<file path="config.mk">
export PLATFORM = sky130hd
export DESIGN_NAME = hdmi_pattern_gen
export DESIGN_NICKNAME = d
export VERILOG_FILES = /design/src/rtl/hdmi_pattern_gen.sv
export SDC_FILE = /design/constraint.sdc
export NUM_CORES = 1
export LEC_CHECK = 0
export BUFFER_PORTS_ARGS = -buffer_cell sky130_fd_sc_hd__buf_2
export CAP_MARGIN = 20
export CORE_ASPECT_RATIO = 0.7
export CORE_UTILIZATION = 30
export DETAILED_ROUTE_END_ITERATION = 8
export GPL_TIMING_DRIVEN = 0
export PLACE_DENSITY = 0.57
export SYNTH_ARGS = -nofsm -noshare
export SYNTH_HDL_FRONTEND = slang
export SYNTH_SLANG_ARGS = --single-unit
</file>
<file path="constraint.sdc">
create_clock -name clk -period 4.7 [get_ports clk]
set_input_delay 0.47 -clock clk [delete_from_list [all_inputs] [get_ports clk]]
set_output_delay 0.47 -clock clk [all_outputs]
set_load 0.02 [all_outputs]
</file>
<file path="src/rtl/hdmi_pattern_gen.sv">
// Test-pattern pixel source answering HDMI TX pixel requests with RGB888 pixels.
// Latency RESP_LATENCY cycles, fully pipelined; no backpressure, one response per request.
module hdmi_pattern_gen #(
  parameter int          H_ACTIVE     = 1280,
  parameter int          V_ACTIVE     = 720,
  parameter int          RESP_LATENCY = 1,
  parameter int          SCROLL_STEP  = 1,
  parameter int          CHECK_LOG2   = 5,
  parameter logic [23:0] SOLID_RGB    = 24'hFF8000
) (
  input  logic        clk,
  input  logic        rstn,
  input  logic [1:0]  mode,
  input  logic        req_en,
  input  logic        req_sof,
  input  logic        req_sol,
  output logic [7:0]  resp_red,
  output logic [7:0]  resp_green,
  output logic [7:0]  resp_blue,
  output logic [15:0] frame_cnt
);

  localparam int XW = $clog2(H_ACTIVE);
  localparam int YW = (V_ACTIVE > 1) ? $clog2(V_ACTIVE) : 1;

  typedef struct packed {
    logic [7:0] r;
    logic [7:0] g;
    logic [7:0] b;
  } pix_t;

  logic [XW-1:0] x_q, x_d;
  logic [YW-1:0] y_q, y_d;
  logic [1:0]    mode_q, mode_d;
  logic [7:0]    ofs_q, ofs_d;
  logic [7:0]    ofs_acc_q;
  logic [15:0]   frame_cnt_q;

  logic [15:0]   x_ext;
  logic [7:0]    ramp;
  logic [2:0]    bar;
  logic          chk_white;
  pix_t          pix_d;

  pix_t                    pix_pipe [RESP_LATENCY];
  logic [RESP_LATENCY-1:0] vld_pipe;
  pix_t                    out_pix;

  // Next coordinate / frame state; the pixel below is computed from these so
  // an SOF request already sees its own new mode and offset.
  always_comb begin
    x_d    = x_q;
    y_d    = y_q;
    mode_d = mode_q;
    ofs_d  = ofs_q;
    if (req_en) begin
      if (req_sof) begin
        x_d    = '0;
        y_d    = '0;
        mode_d = mode;
        ofs_d  = ofs_acc_q;
      end else if (req_sol) begin
        x_d = '0;
        y_d = (y_q == YW'(V_ACTIVE - 1)) ? '0 : y_q + YW'(1);
      end else begin
        x_d = (x_q == XW'(H_ACTIVE - 1)) ? '0 : x_q + XW'(1);
      end
    end
  end

  always_ff @(posedge clk or negedge rstn) begin
    if (!rstn) begin
      x_q         <= '0;
      y_q         <= '0;
      mode_q      <= '0;
      ofs_q       <= '0;
      ofs_acc_q   <= '0;
      frame_cnt_q <= '0;
    end else begin
      x_q    <= x_d;
      y_q    <= y_d;
      mode_q <= mode_d;
      ofs_q  <= ofs_d;
      if (req_en && req_sof) begin
        ofs_acc_q   <= ofs_acc_q + 8'(SCROLL_STEP);
        frame_cnt_q <= frame_cnt_q + 16'd1;
      end
    end
  end

  always_comb begin
    x_ext     = 16'(x_d);
    ramp      = x_ext[7:0] + ofs_d;
    chk_white = 1'(x_d >> CHECK_LOG2) ^ 1'(y_d >> CHECK_LOG2);
    // Bar thresholds fold to constants; last matching threshold wins.
    bar = '0;
    for (int b = 1; b < 8; b++) begin
      if (x_ext >= 16'((H_ACTIVE * b) / 8)) bar = 3'(b);
    end
    pix_d = '0;
    case (mode_d)
      2'd0: pix_d = {ramp, ~ramp, ramp};
      2'd1: begin
        case (bar)
          3'd0:    pix_d = 24'hFFFFFF;
          3'd1:    pix_d = 24'hFFFF00;
          3'd2:    pix_d = 24'h00FFFF;
          3'd3:    pix_d = 24'h00FF00;
          3'd4:    pix_d = 24'hFF00FF;
          3'd5:    pix_d = 24'hFF0000;
          3'd6:    pix_d = 24'h0000FF;
          default: pix_d = 24'h000000;
        endcase
      end
      2'd2:    pix_d = chk_white ? 24'hFFFFFF : 24'h000000;
      default: pix_d = SOLID_RGB;
    endcase
  end

  always_ff @(posedge clk or negedge rstn) begin
    if (!rstn) begin
      for (int i = 0; i < RESP_LATENCY; i++) pix_pipe[i] <= '0;
      vld_pipe <= '0;
    end else begin
      pix_pipe[0] <= req_en ? pix_d : '0;
      vld_pipe[0] <= req_en;
      for (int i = 1; i < RESP_LATENCY; i++) begin
        pix_pipe[i] <= pix_pipe[i-1];
        vld_pipe[i] <= vld_pipe[i-1];
      end
    end
  end

  assign out_pix    = vld_pipe[RESP_LATENCY-1] ? pix_pipe[RESP_LATENCY-1] : '0;
  assign resp_red   = out_pix.r;
  assign resp_green = out_pix.g;
  assign resp_blue  = out_pix.b;
  assign frame_cnt  = frame_cnt_q;

endmodule

</file>
# [Word-level counts from Yosys, hierarchy flattened]
# Cells that the tools add are included.
[totals] ff_bits=80 input_bits=7 out_inout_bits=40 wordCells=64
[classes] add_sub_neg=5 order_cmp=7 n_eq_ne=10 n_mux=24 n_bitwise=2 n_reduce_logical=5
[op_table] operator="$pmux 24 s7" n=1
[op_table] operator="$mux 24" n=3
[op_table] operator="$pmux 24 s3" n=1
[op_table] operator="$mux 11" n=4
[op_table] operator="$ge 11x10->1 const B" n=3
[op_table] operator="$mux 10" n=3
[op_table] operator="$ge 11x9->1 const B" n=2
[op_table] operator="$mux 3" n=6
[op_table] operator="$add 16x1->16 const B" n=1
[op_table] operator="$mux 8" n=2
[op_table] operator="$add 11x1->11 const B" n=1
[op_table] operator="$eq 11x11->1 const B" n=1
[op_table] operator="$ge 11x11->1 const B" n=1
[op_table] operator="$ge 11x8->1 const B" n=1
[op_table] operator="$add 10x1->10 const B" n=1
[op_table] operator="$eq 10x10->1 const B" n=1
[op_table] operator="$eq 3x3->1 const B" n=3
[op_table] operator="$add 8x1->8 const B" n=1
[op_table] operator="$add 8x8->8" n=1
[op_table] operator="$not 8->8" n=1
[op_table] operator="$eq 3x2->1 const B" n=2
[op_table] operator="$mux 6" n=1
[op_table] operator="$mux 2" n=2
[op_table] operator="$eq 3x1->1 const B" n=1
[op_table] operator="other kinds (9)" n=9

# [Depth between registers and ports, before layout]
# Gate-level depths: netlist (run 1).
[logic_depth] word_depth=17 depth_mapped=15

# [Least setup slack after synthesis (run 1)]
# No wires, ideal clock.
[synth_timing] kind="input port to flip-flop" from="input req_en" to="register pix_pipe[15] (netlist bit)" arrival_ns=2.927 required_time_ns=4.623 slack_ns=1.696 cell_stages=14 path_cell_list="buf_2 > and2_1 > clkbuf_8 > clkbuf_1 > nand2_1 > nand2_1 > ha_1 > a21o_1 > a21oi_1 > o21ai_0 > o41ai_1 > xnor3_2 > o21a_1 > a21oi_1"
[synth_via] elab_cells_between_ends=35 classes_between="add/sub (1); order compare (7); eq/ne (8); mux (15); bitwise (2); reduce/logical (2)"
[synth_lines] element="start, declared" line="14" source="input logic req_en,"
[synth_lines] element="$mux 8" line="56" source="if (req_en) begin"
[synth_lines] element="via ofs_d[1]" line="35" source="logic [7:0] ofs_q, ofs_d;"
[synth_lines] element="$add 8x8->8" line="93" source="ramp = x_ext[7:0] + ofs_d;"
[synth_lines] element="$not 8->8" line="102" source="2'd0: pix_d = {ramp, ~ramp, ramp};"
[synth_lines] element="$pmux 24 s3" line="101" source="case (mode_d)"
[synth_lines] element="$mux 24" line="125" source="pix_pipe[0] <= req_en ? pix_d : '0;"
[synth_lines] element="end signal, assigned by index" line="128" source="pix_pipe[i] <= pix_pipe[i-1];"
[synth_lines] element="end, declared" line="45" source="pix_t pix_pipe [RESP_LATENCY];"
# The timed path passes the listed nets, and every way through them passes these cells.
# A chain may end at the register's enable or synchronous reset.

# [Worst setup path after layout (run 1)]
[layout_timing] from="register x_q[8]" to="register pix_pipe[15] (netlist bit)"
[layout_via] elab_chain_cells=17 elab_cells_between_ends=34 classes_between="add/sub (2); order compare (7); eq/ne (7); mux (15); bitwise (2); reduce/logical (1)"
[layout_lines] element="start, declared" line="32" source="logic [XW-1:0] x_q, x_d;"
[layout_lines] element="start signal, assigned" line="73" source="x_q <= '0;"
[layout_lines] element="start signal, assigned" line="80" source="x_q <= x_d;"
[layout_lines] element="$eq 11x11->1 (*)" line="66" source="x_d = (x_q == XW'(H_ACTIVE - 1)) ? '0 : x_q + XW'(1);"
[layout_lines] element="$mux 11 (*)" line="66"
[layout_lines] element="$mux 11 (*)" line="62" source="end else if (req_sol) begin"
[layout_lines] element="$mux 11 (*)" line="57" source="if (req_sof) begin"
[layout_lines] element="$mux 11 (*)" line="56"
[layout_lines] element="via x_d[1]" line="32"
[layout_lines] element="$ge 11x8->1" line="98" source="if (x_ext >= 16'((H_ACTIVE * b) / 8)) bar = 3'(b);"
[layout_lines] element="$mux 1" line="98"
[layout_lines] element="$mux 3 (6 in a row)" line="98"
[layout_lines] element="$eq 3x3->1 (tied with other cells)" line="104" source="case (bar)"
[layout_lines] element="$pmux 24 s7" line="104"
[layout_lines] element="$pmux 24 s3 (*)" line="101"
[layout_lines] element="$mux 24 (*)" line="125"
# Mark *: on every way through the listed nets, which the timed path passes. The rest lies on a longest branch.

==> results of run 1 <==
==> per-stage QoR <==
stage	total power [W]	hold slack, ns	setup WS, ns	std cells	area (sq um)
2_1_floorplan	0.00111	0.174	1.70	426	4340
3_3_place_gp	0.00123	0.464	1.01	662	4810
3_5_place_dp	0.00125	0.444	0.929	663	4840
4_1_cts	0.00199	0.0695	1.27	679	5150
5_1_grt	0.00207	0.0905	1.00	679	5150
6_report	0.00196	0.0634	1.24	679	5150
==> worst max-delay path by stage <==
stage                      start            to  slack, ns  depth (start not counted)
after global placement    req_en  pix_pipe[15]       1.01                         15
final                     x_q[8]  pix_pipe[15]       1.24                         11
after detailed placement  req_en  pix_pipe[15]       0.93                         15
after CTS                 x_q[8]  pix_pipe[15]       1.27                         11
after floorplan           req_en  pix_pipe[15]       1.70                         14
after global routing      req_en  pix_pipe[15]       1.00                         15
==> cell type report <==
type | count | area share [%]
Timing Repair Buffer | 47 | 5.05
Multi-Input combinational cell | 320 | 42.2
Sequential cell | 80 | 38.9
Clock buffer | 10 | 4.64
Buffer | 16 | 2.40
Clock inverter | 6 | 1.46
Inverter | 10 | 0.729
Tap cell | 190 | 4.62
==> power by group <==
group	switching, W	leakage (nW)	total, W	internal [W]
logic	0.000232	1.27	0.000384	0.000151
clock network	0.000294	0.152	0.000728	0.000434
registers	0.0000685	1.07	0.000849	0.000780
total	0.000595	2.48	0.00196	0.00137
==> per-layer routing <==
layer,GRT usage (%),up-vias,wire length [um]
met3,4.38,9,468
met2,19.6,64,4120
met4,3.97,0,80
li1,-,1633,-
met1,20.5,1619,5290
met5,0,-,0
==> registers in the layout (all words and copies together), names as in the netlist <==
name,flops
frame_cnt,16
ofs_acc_q,8
ofs_q,8
vld_pipe,1
pix_pipe,24
y_q,10
mode_q,2
x_q,11
==> logic make-up (layout without fill, tap and decap cells) <==
family,count (synthesis),after routing,synth area share [%]
xor+xnor,35,35,7.41
compound gates,92,92,16.1
buf+inv,26,89,3.72
mux,3,3,0.980
fa+ha+maj,12,12,3.63
simple gates,178,178,22.0
flops,80,80,46.1
==> synth_stat cells, types with 11 or more instances <==
library cell / instances
sky130_fd_sc_hd__a21oi_1: 15
sky130_fd_sc_hd__a31oi_1: 20
sky130_fd_sc_hd__and2_1: 26
sky130_fd_sc_hd__dfrtp_1: 80
sky130_fd_sc_hd__ha_1: 11
sky130_fd_sc_hd__nand2_1: 63
sky130_fd_sc_hd__nand3_1: 16
sky130_fd_sc_hd__nor2_1: 21
sky130_fd_sc_hd__o21ai_0: 18
sky130_fd_sc_hd__xnor2_1: 25
==> results.txt, run 1 <==
- Post-cts repair resize count: 0
- The first global-routing pass estimated around 16000 um of wire.
* Cell taking the most area after synthesis: sky130_fd_sc_hd__dfrtp_1
* Post-route minimum period: approximately 3.5 ns
* Setup repair after global routing missed its margin: no
- Synthesis instantiated 76 different standard cells from the library.
* Routed len/inst: between 10 and 15 um
- Post-synthesis to final-layout area growth: 18.7%
* Normalized max-slew margin: a little over two fifths
- In the final layout, the share of cells above drive strength 1 is between 20% and 30%.
* Number of max-slew violations in the final report: 0
* Register-to-register setup slack: ~1.2 ns
- Entering global routing, the biggest net connects 50 pins.
* Syn nets: between 400 and 500
- At the end of the flow, the number of nets in the layout was around 500.
- Port buffering added between 40 and 50 buffers.
- Counting flops with a built-in enable in the synthesized netlist gives 0.
* Commonest cells after routing, fill and taps aside: sky130_fd_sc_hd__dfrtp_1, sky130_fd_sc_hd__nand2_1, sky130_fd_sc_hd__buf_2
- Setup violations remaining at the end of the flow were counted as 0.
- The clock reaches the later pin of the worst-skew pair after approximately 0.34 ns.
* GP Congestion: just over 0.8
* CTS hold repair buffers: 0
- The die covers roughly 15000 sq um.
* Fillcell total: about 1400
- Detailed placement ended at an HPWL of between 7000 and 8000 um.
- Number of storage elements in the synthesis netlist: 80
- Clock tree sinks: 80
- Cell with the largest stage delay on the worst path: sky130_fd_sc_hd__or3b_4
- Cell with the most instances on the worst path: sky130_fd_sc_hd__a21oi_1
- TritonCTS built the clock tree.
* Cell count after synthesis: around 430
- The largest single stage delay on the critical path is 0.46 ns.
- Die width: 146 um
- The core region is ~14000 sq um.
* Site row count: 36
- Using the TritonRoute via totals, the vias-per-cell ratio works out to just under 5.
* Power density over cell area: about 380 nW/um^2
- Buffers & Inverters on Critical Path: 0
* Category of the worst setup path capture point: register
- Worst setup path class: register to register
- Drt drc: 0
- Detailed router's first-iteration violation count: approximately 280
- Number of CTS-inserted buffers: 9
* WP data required: ~5.0 ns
- In the finished design, the share of the clock period the worst path needs comes to about 74%.
- Setup_tns: 0 ns
- Averaged over all synthesized cells, the footprint is a little over 10 sq um.
* Vertical extent of the die: 103 um
* Achievable frequency: just under 0.3 GHz
- Share of the synthesized area in the top cell type: a little under half
* Critical-path maximum fanout: 4
- Final antenna-violating net count: 0
* Synth Cell Area: between 4000 and 5000 sq um
- Number of buffers inserted by post-CTS setup repair: 0
- Leaving out fill and tap cells, the most frequent cell in the layout is sky130_fd_sc_hd__dfrtp_1.
- Destination of the worst register-to-register timing path: pix_pipe[15]
- Traced cell by cell, the critical path runs through or3b_4 > o31ai_1 > o2bb2ai_1 > ha_1 > a21o_1 > a21oi_1 > o21ai_0 > o41ai_1 > xnor3_2 > o21a_1 > a21oi_1.
- Final worst clock skew: ~0.0084 ns
- Number of maximum-capacitance violations: 0
* Number of global-route vias before repair: approximately 3200
- The startpoint identified for the worst register-to-register timing path is x_q[8].
- Family with the most delay on the worst path: compound AO/OA/AOI/OAI gates
- In the post-synthesis netlist, the biggest area contributors are sky130_fd_sc_hd__dfrtp_1, sky130_fd_sc_hd__nand2_1, sky130_fd_sc_hd__xnor2_1.
- Async set-or-reset flop fraction in the synthesized netlist: between 90% and 100%
- Critical path launch point type: register
- Critical Path AT: 3.72 ns
- Type of the most critical hold path: input port to async pin
- Counting cells, the worst reg-to-reg path comes to 11.
- The initial antenna violation count was 0.
- Global routing finished with a remaining overflow of 0.
- Hold violation total from the final report: 0
* Synthesis Warnings: 0
* Boundary pin count: between 40 and 50
- Combined flip-flop and latch cell area: approximately 2000 sq um
- In this run the static leakage power is 2.48 nW.
- At the pin with the least slew margin, the transition time is 0.834 ns.
- Max H-tree Level: 3
- Once layout is complete, the utilization of the core stands at 36.8%.
* Number of vias after detailed routing: roughly 3300
- Post-synthesis sequential area ratio: between 40% and 50%
- The worst-case IR drop observed on VDD is roughly 170 uV.
- For this run, the detailed router's first-pass iteration total came to 4.
- GRT Total Usage: between 10 and 15%
- The multi-input combinational cells in the finished layout cover a total of approximately 2200 sq um.
- The root buffer cell chosen for the clock tree is sky130_fd_sc_hd__clkbuf_16.
- 0 antenna diodes ended up in the layout.
- Overall routed net length: roughly 10000 um
* Most instantiated flip-flop cell in the synthesis netlist: sky130_fd_sc_hd__dfrtp_1
- Starting density of the core: a little under a third
- The run finished with clean final reports.
- After clock tree synthesis, the clock-pin slew on the worst setup and hold paths is about 0.060 ns.
* Clock tree buffer depth: 2
(Power assumes the default switching activity.)
==> run 2: changes to the inputs <==
PLACE_DENSITY = 0.59   (was 0.57)
clock period = 2.9 ns   (was 4.7 ns; I/O delays follow)
==> run 2 against run 1 <==
Net effect: the run now ends with negative setup slack left; worst hold slack improved by 0.081 ns; fmax increased by 9.4%; sequential power increased by 63%; largest power group unchanged; first-iteration DRC count down 54%; power is 72% higher; via count up 5.5%; register-to-register slack worse by 1.5 ns; critical path depth grew 2; clock skew grew 0.0032 ns.
==> results.txt, run 2 (synthesis results as in run 1) <==
- The share of layout cells above drive strength 1 is 31.2% (was 21.9%).
- Routed length on met3: 426 um (was 468 um)
* Largest register by flop count: pix_pipe (unchanged)
- The number of placed cells counting well taps was 663 (unchanged).
* Clock-pin slew on the worst setup and hold paths: 0.06 ns (about the same)
- Final design instance area without fill: 5570 sq um (was 5150 sq um)
* Cell at the root of the clock tree: sky130_fd_sc_hd__clkbuf_16 (unchanged)
* Vertical extent of the die: 103 um (unchanged)
* Normalized max-slew margin: 41.1% (was 43.9%)
- The clock sink count is 80 (unchanged).
* R2R Path Start: x_q[9] (was x_q[8])
* Number of CTS-inserted buffers: 9 (unchanged)
- Final worst clock skew: 0.0117 ns (was 0.00843 ns)
- Detailed router's first-iteration violation count: 131 (was 284)
- The placed standard-cell area was 4850 sq um (was 4840 sq um).
* Critical Path AT: 3.40 ns (was 3.72 ns)
- The largest net degree at the start of global routing came to 43 (was 50).
- Setup repair after global routing missed its margin: yes (was no).
- Fraction of power consumed by sequential logic: 41.0% (was 43.3%)
- The part of the power in combinational logic came to 20.9% (was 19.6%).
- WP data required: 3.14 ns (was 4.96 ns)
* M1 wire length: 5470 um (was 5290 um)
- Final Instance Count excl. Fillers: 700 (was 679)
- The total wire length after detailed routing is 10700 um (was 9960 um).
- Critical-path maximum fanout: 3 (was 4)
- Antenna violations before repair: 0 (unchanged)
- Number of optimization iterations in the first detailed-route pass: 4 (unchanged)
* Hold wc startpoint: req_en
* Hold violation total from the final report: 0 (unchanged)
- Drt drc: 0 (unchanged)
- Clock latency on the worst-skew pair: 0.34 ns (about the same)
- Die width: 146 um (unchanged)
- Port buffer count: 46 (unchanged)
- The switching share of total power came to 28.7% (was 30.3%).
* Final antenna-violating net count: 0 (unchanged)
* Die Footprint: 15000 sq um (unchanged)
- Number of global-route vias before repair: 3374 (was 3152)
* Status: finished with violations (was finished, final reports clean)
* Number of vias after detailed routing: 3507 (was 3325)
* Number of cell instances on the worst register-to-register path: 13 (was 11)
* Site row count: 36 (unchanged)
- WHS Path Cells: 1
* Net count, final: 526 (was 503)
- The total power is 0.00336 W (was 0.00196 W).
- The post-placement setup slack is -0.592 ns (was 0.929 ns).
- The worst hold path terminates at vld_pipe.
- Switching pwr: 0.000966 W (was 0.000595 W)
* GRT Total Usage: 14.5% (was 14.0%)
- Category of the worst setup path capture point: register (unchanged)
- Power Internal: 0.00240 W (was 0.00137 W)
* Starting density of the core: 31.0% (unchanged)
* Portion of the clock cycle consumed by the worst path in the final layout: 109% (was 73.5%)
* Diode insertion count for antenna repair: 0 (unchanged)
- Achievable frequency: 0.317 GHz (was 0.289 GHz)
* CTS tree: done (unchanged)
- Failing checks: negative setup slack
* GP Congestion: 0.852 (was 0.818)
- Proportion of power drawn by the clock network: 38.0% (was 37.1%)
* Overflow left after global routing: 0 (unchanged)
- The signed area change from the synthesized netlist to the final layout came to 28.4% (was 18.7%).
* Number of max-slew violations in the final report: 0 (unchanged)
* Destination of the worst register-to-register timing path: pix_pipe[6] (was pix_pipe[15])
- Commonest cells after routing, fill and taps aside: sky130_fd_sc_hd__dfrtp_1, sky130_fd_sc_hd__nand2_1, sky130_fd_sc_hd__buf_2 (unchanged)
- Top routing layer in use: met4 (unchanged)
- Max H-tree Level: 3 (unchanged)
* Power density over cell area: 604 nW/um^2 (was 381 nW/um^2)
* Clock tree buffer depth: 2 (unchanged)
* Type of the most critical hold path: input port to register (was input port to async pin)
- The reg-to-reg setup timing slack came to -0.26 ns (was 1.24 ns).
- Leakage power of the design: 2.65 nW (was 2.48 nW)
* Least-Margin Pin Slew: 0.876 ns (was 0.834 ns)
* Peak supply drop: 297 uV (was 173 uV)
- Setup violation total in the final timing report: 10 (was 0)
* Number of flip-flops in the largest register: 24 (unchanged)
- The detailed placement HPWL is 7470 um (was 7440 um).
- Boundary pin count: 47 (unchanged)
* Crit path setup slack, layout: -0.259 ns (was 1.24 ns)
- Post-route minimum period: 3.16 ns (was 3.46 ns)
- The path type of the worst setup path is register to register (unchanged).
* Routed len/inst: 15.3 um (was 14.7 um)
- The number of max-capacitance violations reported is 0 (unchanged).
- The area inside the core boundary was 14000 sq um (unchanged).
- Critical path launch point type: register (unchanged)
- Via-to-Cell Ratio: 5.01 (was 4.90)
- The met2 layer wire length in the routed design was 4670 um (was 4120 um).
- Most frequent standard cell in the layout excluding fill and tap cells: sky130_fd_sc_hd__dfrtp_1 (unchanged)
- Global-route wire length before repair: 17000 um (was 16300 um)
==> run 2: repair_timing <==
action / CTS / global route
resized for setup: 22 / 17
endpoints found under the setup margin: 12 / 20
hold endpoints to repair: 38 / 0
setup buffers: 15 / 9
pin swaps: 11 / 14
hold buffers: 1 / 0
==> run 2: worst max path at each step <==
| stage | start | to | cells after the start |
|---|---|---|---|
| after CTS | x_q[8] | pix_pipe[22] | 12 |
| final | x_q[9] | pix_pipe[6] | 13 |
| after global routing | x_q[9] | pix_pipe[6] | 13 |
| after global placement | req_en | pix_pipe[15] | 15 |
| after detailed placement | req_en | pix_pipe[15] | 13 |
| after floorplan | x_q[9] | pix_pipe[15] | 10 |
==> run 2: power groups by stage <==
stage                     Combinational [W]  Clock (W)  Sequential [W]
after global placement             0.000601          0         0.00139
final                              0.000704    0.00128         0.00138
after CTS                          0.000676    0.00130         0.00138
after global routing               0.000775    0.00134         0.00140
after floorplan                    0.000388          0         0.00141
after detailed placement           0.000615          0         0.00140
==> run 2: layer usage <==
layer / up-vias / track usage [%]
met5: - / 0
met4: 0 / 4.29
met3: 15 / 3.23
met2: 95 / 21.7
met1: 1716 / 20.9
li1: 1681 / -
==> run 2: cell type report <==
type / count / area [sq um]
fill: 1337 / 8440
tap: 190 / 238
clock inverter: 5 / 106
buffer: 15 / 124
timing repair buffer: 71 / 443
sequential: 80 / 2000
inverter: 10 / 37.5
multi-input combinational: 320 / 2390
clock buffer: 9 / 225
==> run 2: critical path, cell delays in order (launching register included) <==
cell and delay [ns]:
sky130_fd_sc_hd__dfrtp_2 0.41, sky130_fd_sc_hd__or3b_4 0.43, sky130_fd_sc_hd__o31ai_4 0.29, sky130_fd_sc_hd__buf_4 0.16, sky130_fd_sc_hd__o2bb2ai_4 0.06, sky130_fd_sc_hd__buf_6 0.12, sky130_fd_sc_hd__fa_2 0.38, sky130_fd_sc_hd__a21o_1 0.19
sky130_fd_sc_hd__a21oi_2 0.17, sky130_fd_sc_hd__o21bai_1 0.10, sky130_fd_sc_hd__a21oi_2 0.23, sky130_fd_sc_hd__xnor2_2 0.20, sky130_fd_sc_hd__nand2_1 0.12, sky130_fd_sc_hd__a31oi_1 0.22
==> run 2: per-stage QoR <==
stage / hold slack [ns] / setup TNS (ns) / util (%)
CTS: 0.127 / -0.542 / 38.7
finish: 0.144 / -1.16 / 39.8
global route: 0.137 / -2.53 / 39.8
detailed placement: 0.307 / -4.75 / 34.7
global placement: 0.455 / -4.32 / 34.5
floorplan: -0.00559 / 0 / -
